==> src/rtl/seq_detect_1011.sv <==
// Overlapping "1011" serial sequence detector: Moore FSM with a registered
// match flag, a saturating match counter and a debug view of the state.
module seq_detect_1011 #(
  parameter int CNT_W = 8
) (
  input  logic             clk,
  input  logic             areset,
  input  logic             en,
  input  logic             d,
  input  logic             cnt_clr,
  output logic             match,
  output logic [CNT_W-1:0] match_cnt,
  output logic [2:0]       state_o
);

  typedef enum logic [2:0] {
    S0 = 3'd0,
    S1 = 3'd1,
    S2 = 3'd2,
    S3 = 3'd3,
    S4 = 3'd4
  } state_t;

  localparam logic [CNT_W-1:0] CNT_MAX = {CNT_W{1'b1}};
  localparam logic [CNT_W-1:0] CNT_ONE = {{(CNT_W-1){1'b0}}, 1'b1};

  state_t           state_r;
  state_t           state_nxt_s;
  logic             match_r;
  logic [CNT_W-1:0] cnt_r;
  logic [CNT_W-1:0] cnt_nxt_s;
  logic             cnt_inc_s;

  // Next-state decode; any encoding outside S0..S4 recovers to S0 even when en is low.
  always_comb begin
    state_nxt_s = state_r;
    case (state_r)
      S0: begin
        if (en) state_nxt_s = d ? S1 : S0;
        else    state_nxt_s = state_r;
      end
      S1: begin
        if (en) state_nxt_s = d ? S1 : S2;
        else    state_nxt_s = state_r;
      end
      S2: begin
        if (en) state_nxt_s = d ? S3 : S0;
        else    state_nxt_s = state_r;
      end
      S3: begin
        if (en) state_nxt_s = d ? S4 : S2;
        else    state_nxt_s = state_r;
      end
      S4: begin
        if (en) state_nxt_s = d ? S1 : S2;
        else    state_nxt_s = state_r;
      end
      default: state_nxt_s = S0;
    endcase
  end

  // Counter update: clear beats increment, increment sticks at all-ones.
  always_comb begin
    cnt_inc_s = 1'b0;
    cnt_nxt_s = cnt_r;
    if (en && (state_r <= S4) && (state_nxt_s == S4)) begin
      cnt_inc_s = 1'b1;
    end else begin
      cnt_inc_s = 1'b0;
    end
    if (cnt_clr) begin
      cnt_nxt_s = {CNT_W{1'b0}};
    end else if (cnt_inc_s && (cnt_r != CNT_MAX)) begin
      cnt_nxt_s = cnt_r + CNT_ONE;
    end else begin
      cnt_nxt_s = cnt_r;
    end
  end

  // State, match flag and counter registers with synchronous reset.
  always_ff @(posedge clk) begin
    if (areset) begin
      state_r <= S0;
      match_r <= 1'b0;
      cnt_r   <= {CNT_W{1'b0}};
    end else begin
      state_r <= state_nxt_s;
      match_r <= (state_nxt_s == S4);
      cnt_r   <= cnt_nxt_s;
    end
  end

  assign match     = match_r;
  assign match_cnt = cnt_r;
  assign state_o   = state_r;

endmodule

==> config.mk <==
export PLATFORM = sky130hd
export DESIGN_NAME = seq_detect_1011
export DESIGN_NICKNAME = d
export VERILOG_FILES = /design/src/rtl/seq_detect_1011.sv
export SDC_FILE = /design/constraint.sdc
export NUM_CORES = 1
export LEC_CHECK = 0
export CAP_MARGIN = 15
export CORE_MARGIN = 2
export CORE_UTILIZATION = 35
export CTS_BUF_LIST = sky130_fd_sc_hd__clkbuf_4
export DETAILED_ROUTE_END_ITERATION = 16
export HOLD_SLACK_MARGIN = 0.15
export PLACE_DENSITY = 0.64
export SLEW_MARGIN = 20
export SYNTH_ARGS = -nofsm -noshare
export SYNTH_HDL_FRONTEND = slang
export SYNTH_SLANG_ARGS = --single-unit
export TNS_END_PERCENT = 20
==> constraint.sdc <==
create_clock -name clk -period 4.35 [get_ports clk]
set_input_delay 0.87 -clock clk [delete_from_list [all_inputs] [get_ports clk]]
set_output_delay 0.87 -clock clk [all_outputs]
set_load 0.01 [all_outputs]
==> flow_summary.html, run 1 <==
<table>
<tr><th>Metric</th><th>Value</th></tr>
<tr><th colspan="2">Synthesis</th></tr>
<tr><td>Register bit count reported by yosys</td><td>12</td></tr>
<tr><td>Number of enable flip-flop cells after synthesis</td><td>0</td></tr>
<tr><td>List of most frequent post-synthesis cells</td><td>dfxtp_1 (12), a21oi_1 (11), nand2_1 (4), nor2_1 (4), o21ai_0 (4)</td></tr>
<tr><td>Synthesis warning total</td><td>0</td></tr>
<tr><td>Cell count after synthesis</td><td>67</td></tr>
<tr><td>Area fraction of the dominant cell type after synthesis</td><td>40.3%</td></tr>
<tr><td>Synth unique cells</td><td>27</td></tr>
<tr><td>Share of flip-flops with an asynchronous set or reset after synthesis</td><td>0%</td></tr>
<tr><td>Synthesized area divided by synthesized cell count</td><td>8.91 µm²</td></tr>
<tr><td>Number of nets produced by synthesis</td><td>73</td></tr>
<tr><td>Area of the mapped netlist</td><td>597 µm²</td></tr>
<tr><td>Ranking of synthesized cells by area</td><td>dfxtp_1 (40%), a21oi_1 (9.2%), nand4_2 (4.2%), o31ai_1 (3.8%), or4_1 (3.8%)</td></tr>
<tr><td>Portion of the post-synthesis area used by sequential elements</td><td>40.3%</td></tr>
<tr><td>Library cell with the largest summed area after synthesis</td><td>dfxtp_1</td></tr>
<tr><td>Post-synth top flop</td><td>dfxtp_1</td></tr>
<tr><td>Dominant cell by count in the synthesized netlist</td><td>dfxtp_1</td></tr>
<tr><th colspan="2">Place</th></tr>
<tr><td>Final weighted congestion of routability-driven global placement</td><td>0.754</td></tr>
<tr><td>Post-placement cell area</td><td>769 µm²</td></tr>
<tr><td>HPWL reported at the end of detailed placement</td><td>988 µm</td></tr>
<tr><td>Cell count after placement</td><td>97</td></tr>
<tr><td># port buffers</td><td>16</td></tr>
<tr><th colspan="2">STA</th></tr>
<tr><td>Worst rel slew slack</td><td>76.7%</td></tr>
<tr><td>RSZ-0062 raised after global routing</td><td>false</td></tr>
<tr><td>Final Hold Viols</td><td>0</td></tr>
<tr><td>Fin crit period</td><td>2320 ps</td></tr>
<tr><td>Share of the cycle needed by the critical path after routing</td><td>53.3%</td></tr>
<tr><td>Setup_tns</td><td>0 ps</td></tr>
<tr><td>Final setup violation count</td><td>0</td></tr>
<tr><td>Highest clock rate</td><td>431 MHz</td></tr>
<tr><td>Clock Skews</td><td>2.47 ps</td></tr>
<tr><td>Slew at the pin closest to its max-slew limit</td><td>349 ps</td></tr>
<tr><td>Final hold slack</td><td>491 ps</td></tr>
<tr><td>Total count of max-transition violations in the final report</td><td>0</td></tr>
<tr><th colspan="2">Pwr</th></tr>
<tr><td>Power density over cell area</td><td>242 mW/mm²</td></tr>
<tr><td>Total leakage power</td><td>0.273 nW</td></tr>
<tr><td>Worst VDD drop</td><td>190 µV</td></tr>
<tr><th colspan="2">Detailed routing</th></tr>
<tr><td>Number of design-rule violations left by the first detailed-router iteration</td><td>26</td></tr>
<tr><td>Total wire length after detailed routing</td><td>1280 µm</td></tr>
<tr><td>DR WL/cell</td><td>12.7 µm</td></tr>
<tr><td>Post-DR vias/cell</td><td>5.82</td></tr>
<tr><td>Via count</td><td>588</td></tr>
<tr><td>Remaining number of nets flagged by the antenna check after routing</td><td>0</td></tr>
<tr><td>First drt pass iteration count</td><td>4</td></tr>
<tr><td>Number of design rule violations left after detail routing</td><td>0</td></tr>
<tr><th colspan="2">Run</th></tr>
<tr><td>Max-capacitance violation count</td><td>0</td></tr>
<tr><th colspan="2">GRT</th></tr>
<tr><td>Number of global-route vias before repair</td><td>480</td></tr>
<tr><td>Overall fraction of global-route tracks in use</td><td>14.4%</td></tr>
<tr><td>Global-route wire length before repair</td><td>2140 µm</td></tr>
<tr><td>Global route total overflow</td><td>0</td></tr>
<tr><td>Number of antenna violations at the first check in global routing</td><td>0</td></tr>
<tr><td>Maximum number of pins on one net before global-route repair</td><td>14</td></tr>
<tr><th colspan="2">Setup path</th></tr>
<tr><td>Launch point of the worst reg-to-reg path</td><td>match_cnt[0]</td></tr>
<tr><td>CP required</td><td>4550 ps</td></tr>
<tr><td>Critical path data arrival time</td><td>2520 ps</td></tr>
<tr><td>Largest fanout of any net on the critical path</td><td>8</td></tr>
<tr><td>Kind of end point of the critical path</td><td>register</td></tr>
<tr><td>CP startpoint kind</td><td>input port</td></tr>
<tr><td>Beginning of the critical path</td><td>en</td></tr>
<tr><td>Critical path class</td><td>input port to register</td></tr>
<tr><th colspan="2">Cells and area</th></tr>
<tr><td>Fraction of layout cells with a size suffix above 1</td><td>10.6%</td></tr>
<tr><td>Fillers</td><td>141</td></tr>
<tr><td>Final Net Count</td><td>92</td></tr>
<tr><td>Diode insertion count for antenna repair</td><td>0</td></tr>
<tr><td>Final cell count without fillers</td><td>101</td></tr>
<tr><td>Synthesis-to-finish area growth</td><td>33.3%</td></tr>
<tr><td>Design Area, Final</td><td>796 µm²</td></tr>
<tr><th colspan="2">Hold path</th></tr>
<tr><td>Worst hold-check path type</td><td>register to register</td></tr>
<tr><td>Startpoint of the lowest-slack hold path</td><td>match_cnt[5]</td></tr>
<tr><th colspan="2">Clocking</th></tr>
<tr><td>Count of instances resized after the clock tree is built</td><td>0</td></tr>
<tr><td>Clk root buf</td><td>clkbuf_4</td></tr>
<tr><td>CTS Hold Buffers Added</td><td>0</td></tr>
<tr><td>Num Clock Sinks</td><td>12</td></tr>
<tr><td>Buffer depth of the longest clock path</td><td>2</td></tr>
<tr><td>Number of post-CTS setup repair buffers</td><td>0</td></tr>
<tr><td>Number of clock buffers inserted by TritonCTS</td><td>3</td></tr>
<tr><td>Number of H-tree branching levels</td><td>1</td></tr>
<tr><td>TritonCTS clock tree</td><td>yes</td></tr>
<tr><td>Clock insertion delay at the later pin of the skew report</td><td>270 ps</td></tr>
<tr><td>Clock-pin transition on the worst setup and hold timing paths</td><td>70 ps</td></tr>
<tr><th colspan="2">Die</th></tr>
<tr><td>Area inside the core boundary</td><td>0.00156 mm²</td></tr>
<tr><td>Number of cell rows</td><td>14</td></tr>
<tr><td>Height of the die</td><td>45.3 µm</td></tr>
<tr><td>Width of the chip</td><td>45.3 µm</td></tr>
<tr><td>Die Footprint</td><td>0.00205 mm²</td></tr>
<tr><td>Number of top-level pins</td><td>17</td></tr>
<tr><td>Initial cell density of the core</td><td>38.3%</td></tr>
<tr><th colspan="2">Run status</th></tr>
<tr><td>Run status</td><td>finished clean</td></tr>
</table>
[routing by layer]
metal / GRT usage, % / share of wire [%]
met3: 4.80 / 4.4
met5: 0 / 0
met2: 21.1 / 47
met4: 5.29 / 0.78
met1: 19.7 / 48
[layout make-up]
type                       instances  area [µm²]  area share (%)
clock inverter                     1        3.75           0.472
inverter                           2        7.51           0.943
clock buffer                       3        22.5            2.83
tap                               16        20.0            2.52
timing repair buffer              16         160            20.1
multi-input combinational         51         342            42.9
sequential                        12         240            30.2
[layout by cell type (no fill, tap or decap)]
| master | count |
|---|---|
| clkinv_1 | 1 |
| nor2_1 | 4 |
| nor2b_4 | 1 |
| o21ai_0 | 4 |
| ha_1 | 1 |
| o41ai_1 | 1 |
| or3_1 | 2 |
| clkdlybuf4s50_1 | 16 |
| a32oi_1 | 1 |
| and4b_1 | 1 |
| or2_2 | 1 |
| nand2_1 | 4 |
| dfxtp_1 | 12 |
| nor3_1 | 1 |
| and4_1 | 2 |
| and4_2 | 1 |
| mux2_2 | 1 |
| and2_1 | 2 |
| a21oi_1 | 11 |
| nand4_2 | 2 |
| nand3b_1 | 2 |
| o311ai_0 | 1 |
| o211ai_1 | 1 |
| o31ai_1 | 3 |
| or4_1 | 3 |
| and3_1 | 1 |
| inv_1 | 2 |
| clkbuf_4 | 3 |
[where the power goes]
part	internal (mW)	switching [mW]	leakage (nW)
clock network	0.0332	0.0350	0.0154
registers	0.110	0.00124	0.0968
logic	0.00666	0.00626	0.161
total	0.150	0.0425	0.273
[flip-flops by register name, indices dropped and copies added, names as in the netlist]
signal	flops
state_o	3
match_cnt	8
match	1
[path summary, 6_finish.rpt]
kind | to | slack [ps] | depth (start not counted)
max | match_cnt[7] | 2030 | 5
min | match_cnt[5] | 490 | 2
max reg2reg | match_cnt[7] | 2500 | 5
min reg2reg | match_cnt[5] | 490 | 2
[cells by family after synthesis]
group | Yosys count | synth area share (%)
buffers and inverters | 4 | 2.51
AOI/OAI and AO/OA | 22 | 22.0
DFF | 12 | 40.3
adders and majority gates | 1 | 2.10
and+or+nand+nor | 27 | 31.2
muxes | 1 | 1.89
[critical path: stages]
cell	delay (ps)
clkdlybuf4s50_1	600
and4_1	240
nand4_2	160
or4_1	490
a21oi_1	150
[through the flow]
step | util (%) | setup WS (ps) | power (mW)
after floorplan | - | 2480 | 0.119
after global placement | 49.4 | 1820 | 0.127
after detailed placement | 49.4 | 1780 | 0.127
after CTS | 51.0 | 2060 | 0.196
after global routing | 51.0 | 1950 | 0.203
final | 51.0 | 2030 | 0.193
Power figures use the tool's default switching activity.
==> inputs of run 2 (changes only) <==
--- a/config.mk
+++ b/config.mk
@@ -11,7 +11,7 @@
 export CTS_BUF_LIST = sky130_fd_sc_hd__clkbuf_4
 export DETAILED_ROUTE_END_ITERATION = 16
 export HOLD_SLACK_MARGIN = 0.15
-export PLACE_DENSITY = 0.64
+export PLACE_DENSITY = 0.66
 export SLEW_MARGIN = 20
 export SYNTH_ARGS = -nofsm -noshare
 export SYNTH_HDL_FRONTEND = slang
==> constraint.sdc (replaced) <==
create_clock -name clk -period 2.11 [get_ports clk]
set_input_delay 0.422 -clock clk [delete_from_list [all_inputs] [get_ports clk]]
set_output_delay 0.422 -clock clk [all_outputs]
set_load 0.01 [all_outputs]
==> run 2 against run 1 <==
Effect of this change: global-route usage is 0.72 points higher; core utilization is 2.2 points higher; die area stayed put; non-clock buffer count is 5 higher.
==> flow_summary.html, run 2 (synthesis results as in run 1) <==
<table>
<tr><th>Metric</th><th>Value</th></tr>
<tr><th colspan="2">Die</th></tr>
<tr><td>Initial cell density of the core</td><td>38.3% (unchanged)</td></tr>
<tr><td>Area inside the core boundary</td><td>0.00156 mm² (unchanged)</td></tr>
<tr><td>Number of top-level pins</td><td>17 (unchanged)</td></tr>
<tr><td>Height of the die</td><td>45.3 µm (unchanged)</td></tr>
<tr><td>Width of the chip</td><td>45.3 µm (unchanged)</td></tr>
<tr><td>Die Footprint</td><td>0.00205 mm² (unchanged)</td></tr>
<tr><td>Number of cell rows</td><td>14 (unchanged)</td></tr>
<tr><th colspan="2">Detailed routing</th></tr>
<tr><td>DR WL/cell</td><td>12.7 µm (about the same)</td></tr>
<tr><td>Number of design-rule violations left by the first detailed-router iteration</td><td>8 (-69%)</td></tr>
<tr><td>Total wire length after detailed routing</td><td>1330 µm (+4.0%)</td></tr>
<tr><td>First drt pass iteration count</td><td>6 (+2)</td></tr>
<tr><td>Post-DR vias/cell</td><td>5.54 (-4.8%)</td></tr>
<tr><td>Remaining number of nets flagged by the antenna check after routing</td><td>0 (unchanged)</td></tr>
<tr><td>Number of design rule violations left after detail routing</td><td>0 (unchanged)</td></tr>
<tr><td>Via count</td><td>582 (-1.0%)</td></tr>
<tr><th colspan="2">Run</th></tr>
<tr><td>Max-capacitance violation count</td><td>0 (unchanged)</td></tr>
<tr><th colspan="2">GRT</th></tr>
<tr><td>Number of antenna violations at the first check in global routing</td><td>0 (unchanged)</td></tr>
<tr><td>Overall fraction of global-route tracks in use</td><td>15.2% (+0.72 points)</td></tr>
<tr><td>Maximum number of pins on one net before global-route repair</td><td>14 (unchanged)</td></tr>
<tr><td>Number of global-route vias before repair</td><td>540 (+13%)</td></tr>
<tr><td>Global-route wire length before repair</td><td>2260 µm (+5.8%)</td></tr>
<tr><td>Global route total overflow</td><td>0 (unchanged)</td></tr>
<tr><th colspan="2">Cells and area</th></tr>
<tr><td>Fraction of layout cells with a size suffix above 1</td><td>15.7% (+5.1 points)</td></tr>
<tr><td>Diode insertion count for antenna repair</td><td>0 (unchanged)</td></tr>
<tr><td>Number of flip-flops in the largest register</td><td>8 (unchanged)</td></tr>
<tr><td>Final Net Count</td><td>97 (+5.4%)</td></tr>
<tr><td>Post-layout util</td><td>53.2% (+2.2 points)</td></tr>
<tr><td>Synthesis-to-finish area growth</td><td>39.0%</td></tr>
<tr><td>Commonest cells after routing, fill and taps aside</td><td>clkdlybuf4s50_1 (16), dfxtp_1 (12), a21oi_1 (11)</td></tr>
<tr><td>Most common library cell in the layout ignoring fill and taps</td><td>clkdlybuf4s50_1</td></tr>
<tr><td>Fillers</td><td>145 (+2.8%)</td></tr>
<tr><td>Final cell count without fillers</td><td>105 (+4.0%)</td></tr>
<tr><th colspan="2">Clocking</th></tr>
<tr><td>Buffer depth of the longest clock path</td><td>2 (unchanged)</td></tr>
<tr><td>Count of instances resized after the clock tree is built</td><td>0 (unchanged)</td></tr>
<tr><td>Clock-pin transition on the worst setup and hold timing paths</td><td>70 ps (about the same)</td></tr>
<tr><td>Num Clock Sinks</td><td>12 (unchanged)</td></tr>
<tr><td>Clock insertion delay at the later pin of the skew report</td><td>270 ps (about the same)</td></tr>
<tr><td>CTS Hold Buffers Added</td><td>0 (unchanged)</td></tr>
<tr><td>TritonCTS clock tree</td><td>yes</td></tr>
<tr><td>Number of H-tree branching levels</td><td>1 (unchanged)</td></tr>
<tr><td>Number of clock buffers inserted by TritonCTS</td><td>3 (unchanged)</td></tr>
<tr><td>Number of post-CTS setup repair buffers</td><td>0 (unchanged)</td></tr>
<tr><td>Clk root buf</td><td>clkbuf_4</td></tr>
<tr><th colspan="2">Pwr</th></tr>
<tr><td>Worst VDD drop</td><td>244 µV (+28%)</td></tr>
<tr><td>Power density over cell area</td><td>482 mW/mm² (+99%)</td></tr>
<tr><td>Total leakage power</td><td>0.294 nW (+7.5%)</td></tr>
<tr><th colspan="2">Setup path</th></tr>
<tr><td>Library cell contributing the largest single delay on the critical path</td><td>or4_1</td></tr>
<tr><td>Critical path data arrival time</td><td>2020 ps (-500 ps)</td></tr>
<tr><td>CP Cell Sequence</td><td>ha_1 &gt; and2_1 &gt; and4_1 &gt; or4_1 &gt; a21oi_1</td></tr>
<tr><td>Critical path class</td><td>register to register</td></tr>
<tr><td>CP startpoint kind</td><td>register</td></tr>
<tr><td>Largest fanout of any net on the critical path</td><td>13 (+5)</td></tr>
<tr><td>CP required</td><td>2310 ps (-2240 ps)</td></tr>
<tr><td>Kind of end point of the critical path</td><td>register</td></tr>
<tr><td>Register-to-register path setup slack</td><td>300 ps (-2200 ps)</td></tr>
<tr><td>Biggest cell delay along the critical path</td><td>530 ps (-70 ps)</td></tr>
<tr><th colspan="2">STA</th></tr>
<tr><td>Final Hold Viols</td><td>0 (unchanged)</td></tr>
<tr><td>Setup_tns</td><td>0 ps (unchanged)</td></tr>
<tr><td>Slew at the pin closest to its max-slew limit</td><td>350 ps (+0.380 ps)</td></tr>
<tr><td>Final setup violation count</td><td>0 (unchanged)</td></tr>
<tr><td>Worst rel slew slack</td><td>76.7% (about the same)</td></tr>
<tr><td>Clock Skews</td><td>1.53 ps (-0.933 ps)</td></tr>
<tr><td>Final hold slack</td><td>503 ps (+12.2 ps)</td></tr>
<tr><td>Total count of max-transition violations in the final report</td><td>0 (unchanged)</td></tr>
<tr><td>Share of the cycle needed by the critical path after routing</td><td>85.9%</td></tr>
<tr><td>Fin crit period</td><td>1810 ps</td></tr>
<tr><td>Highest clock rate</td><td>551 MHz</td></tr>
<tr><td>RSZ-0062 raised after global routing</td><td>false</td></tr>
<tr><th colspan="2">Place</th></tr>
<tr><td>Final weighted congestion of routability-driven global placement</td><td>0.793 (+5.1%)</td></tr>
<tr><td># port buffers</td><td>16 (unchanged)</td></tr>
<tr><td>HPWL reported at the end of detailed placement</td><td>967 µm (-2.1%)</td></tr>
<tr><td>Cell count after placement</td><td>102 (+5.2%)</td></tr>
<tr><th colspan="2">Hold path</th></tr>
<tr><td>Worst hold-check path type</td><td>register to register</td></tr>
<tr><th colspan="2">Run status</th></tr>
<tr><td>Run status</td><td>finished clean</td></tr>
</table>
==> run 2: worst paths after layout <==
| path | start | end | cells after the start |
|---|---|---|---|
| max | match_cnt[0] | match_cnt[7] | 5 |
| min | match_cnt[5] | match_cnt[5] | 2 |
| max reg2reg | match_cnt[0] | match_cnt[7] | 5 |
| min reg2reg | match_cnt[5] | match_cnt[5] | 2 |
==> run 2: routing by layer <==
| layer | vias up | GRT usage, % | routed length (µm) |
|---|---|---|---|
| met5 | - | 0 | 0 |
| met4 | 0 | 5.29 | 0 |
| met3 | 0 | 5.20 | 70 |
| met2 | 17 | 22.9 | 578 |
| met1 | 264 | 20.0 | 681 |
| li1 | 301 | - | - |
==> run 2: worst max-delay path, delay by kind of cell, from the launching register on <==
| family | cells | cell delay, ps |
|---|---|---|
| AO/OA/AOI/OAI | 1 | 140 |
| AND/OR/NAND/NOR | 3 | 1040 |
| flip-flops | 1 | 350 |
| adder cells (fa/ha/maj) | 1 | 220 |
==> run 2: layout make-up <==
type                       instances  area [µm²]  share of cell area [%]
inverter                           2        7.51                   0.905
clock buffer                       3        22.5                    2.71
sequential                        12         240                    29.0
tap                               16        20.0                    2.41
timing repair buffer              21         198                    23.8
multi-input combinational         51         342                    41.2
==> run 2: metrics by stage <==
stage | power [mW] | worst slack, ps | instance area, µm²
after detailed placement | 0.265 | 143 | 807
after floorplan | 0.246 | 472 | 597
after global routing | 0.416 | 169 | 830
final | 0.400 | 297 | 830
after CTS | 0.403 | 288 | 830
after global placement | 0.265 | 164 | 807
==> run 2: power by group <==
part,total [mW],internal (mW),switching [mW]
clock,0.140,0.0659,0.0741
sequential,0.230,0.228,0.00266
combinational,0.0294,0.0162,0.0132
total,0.400,0.310,0.0900
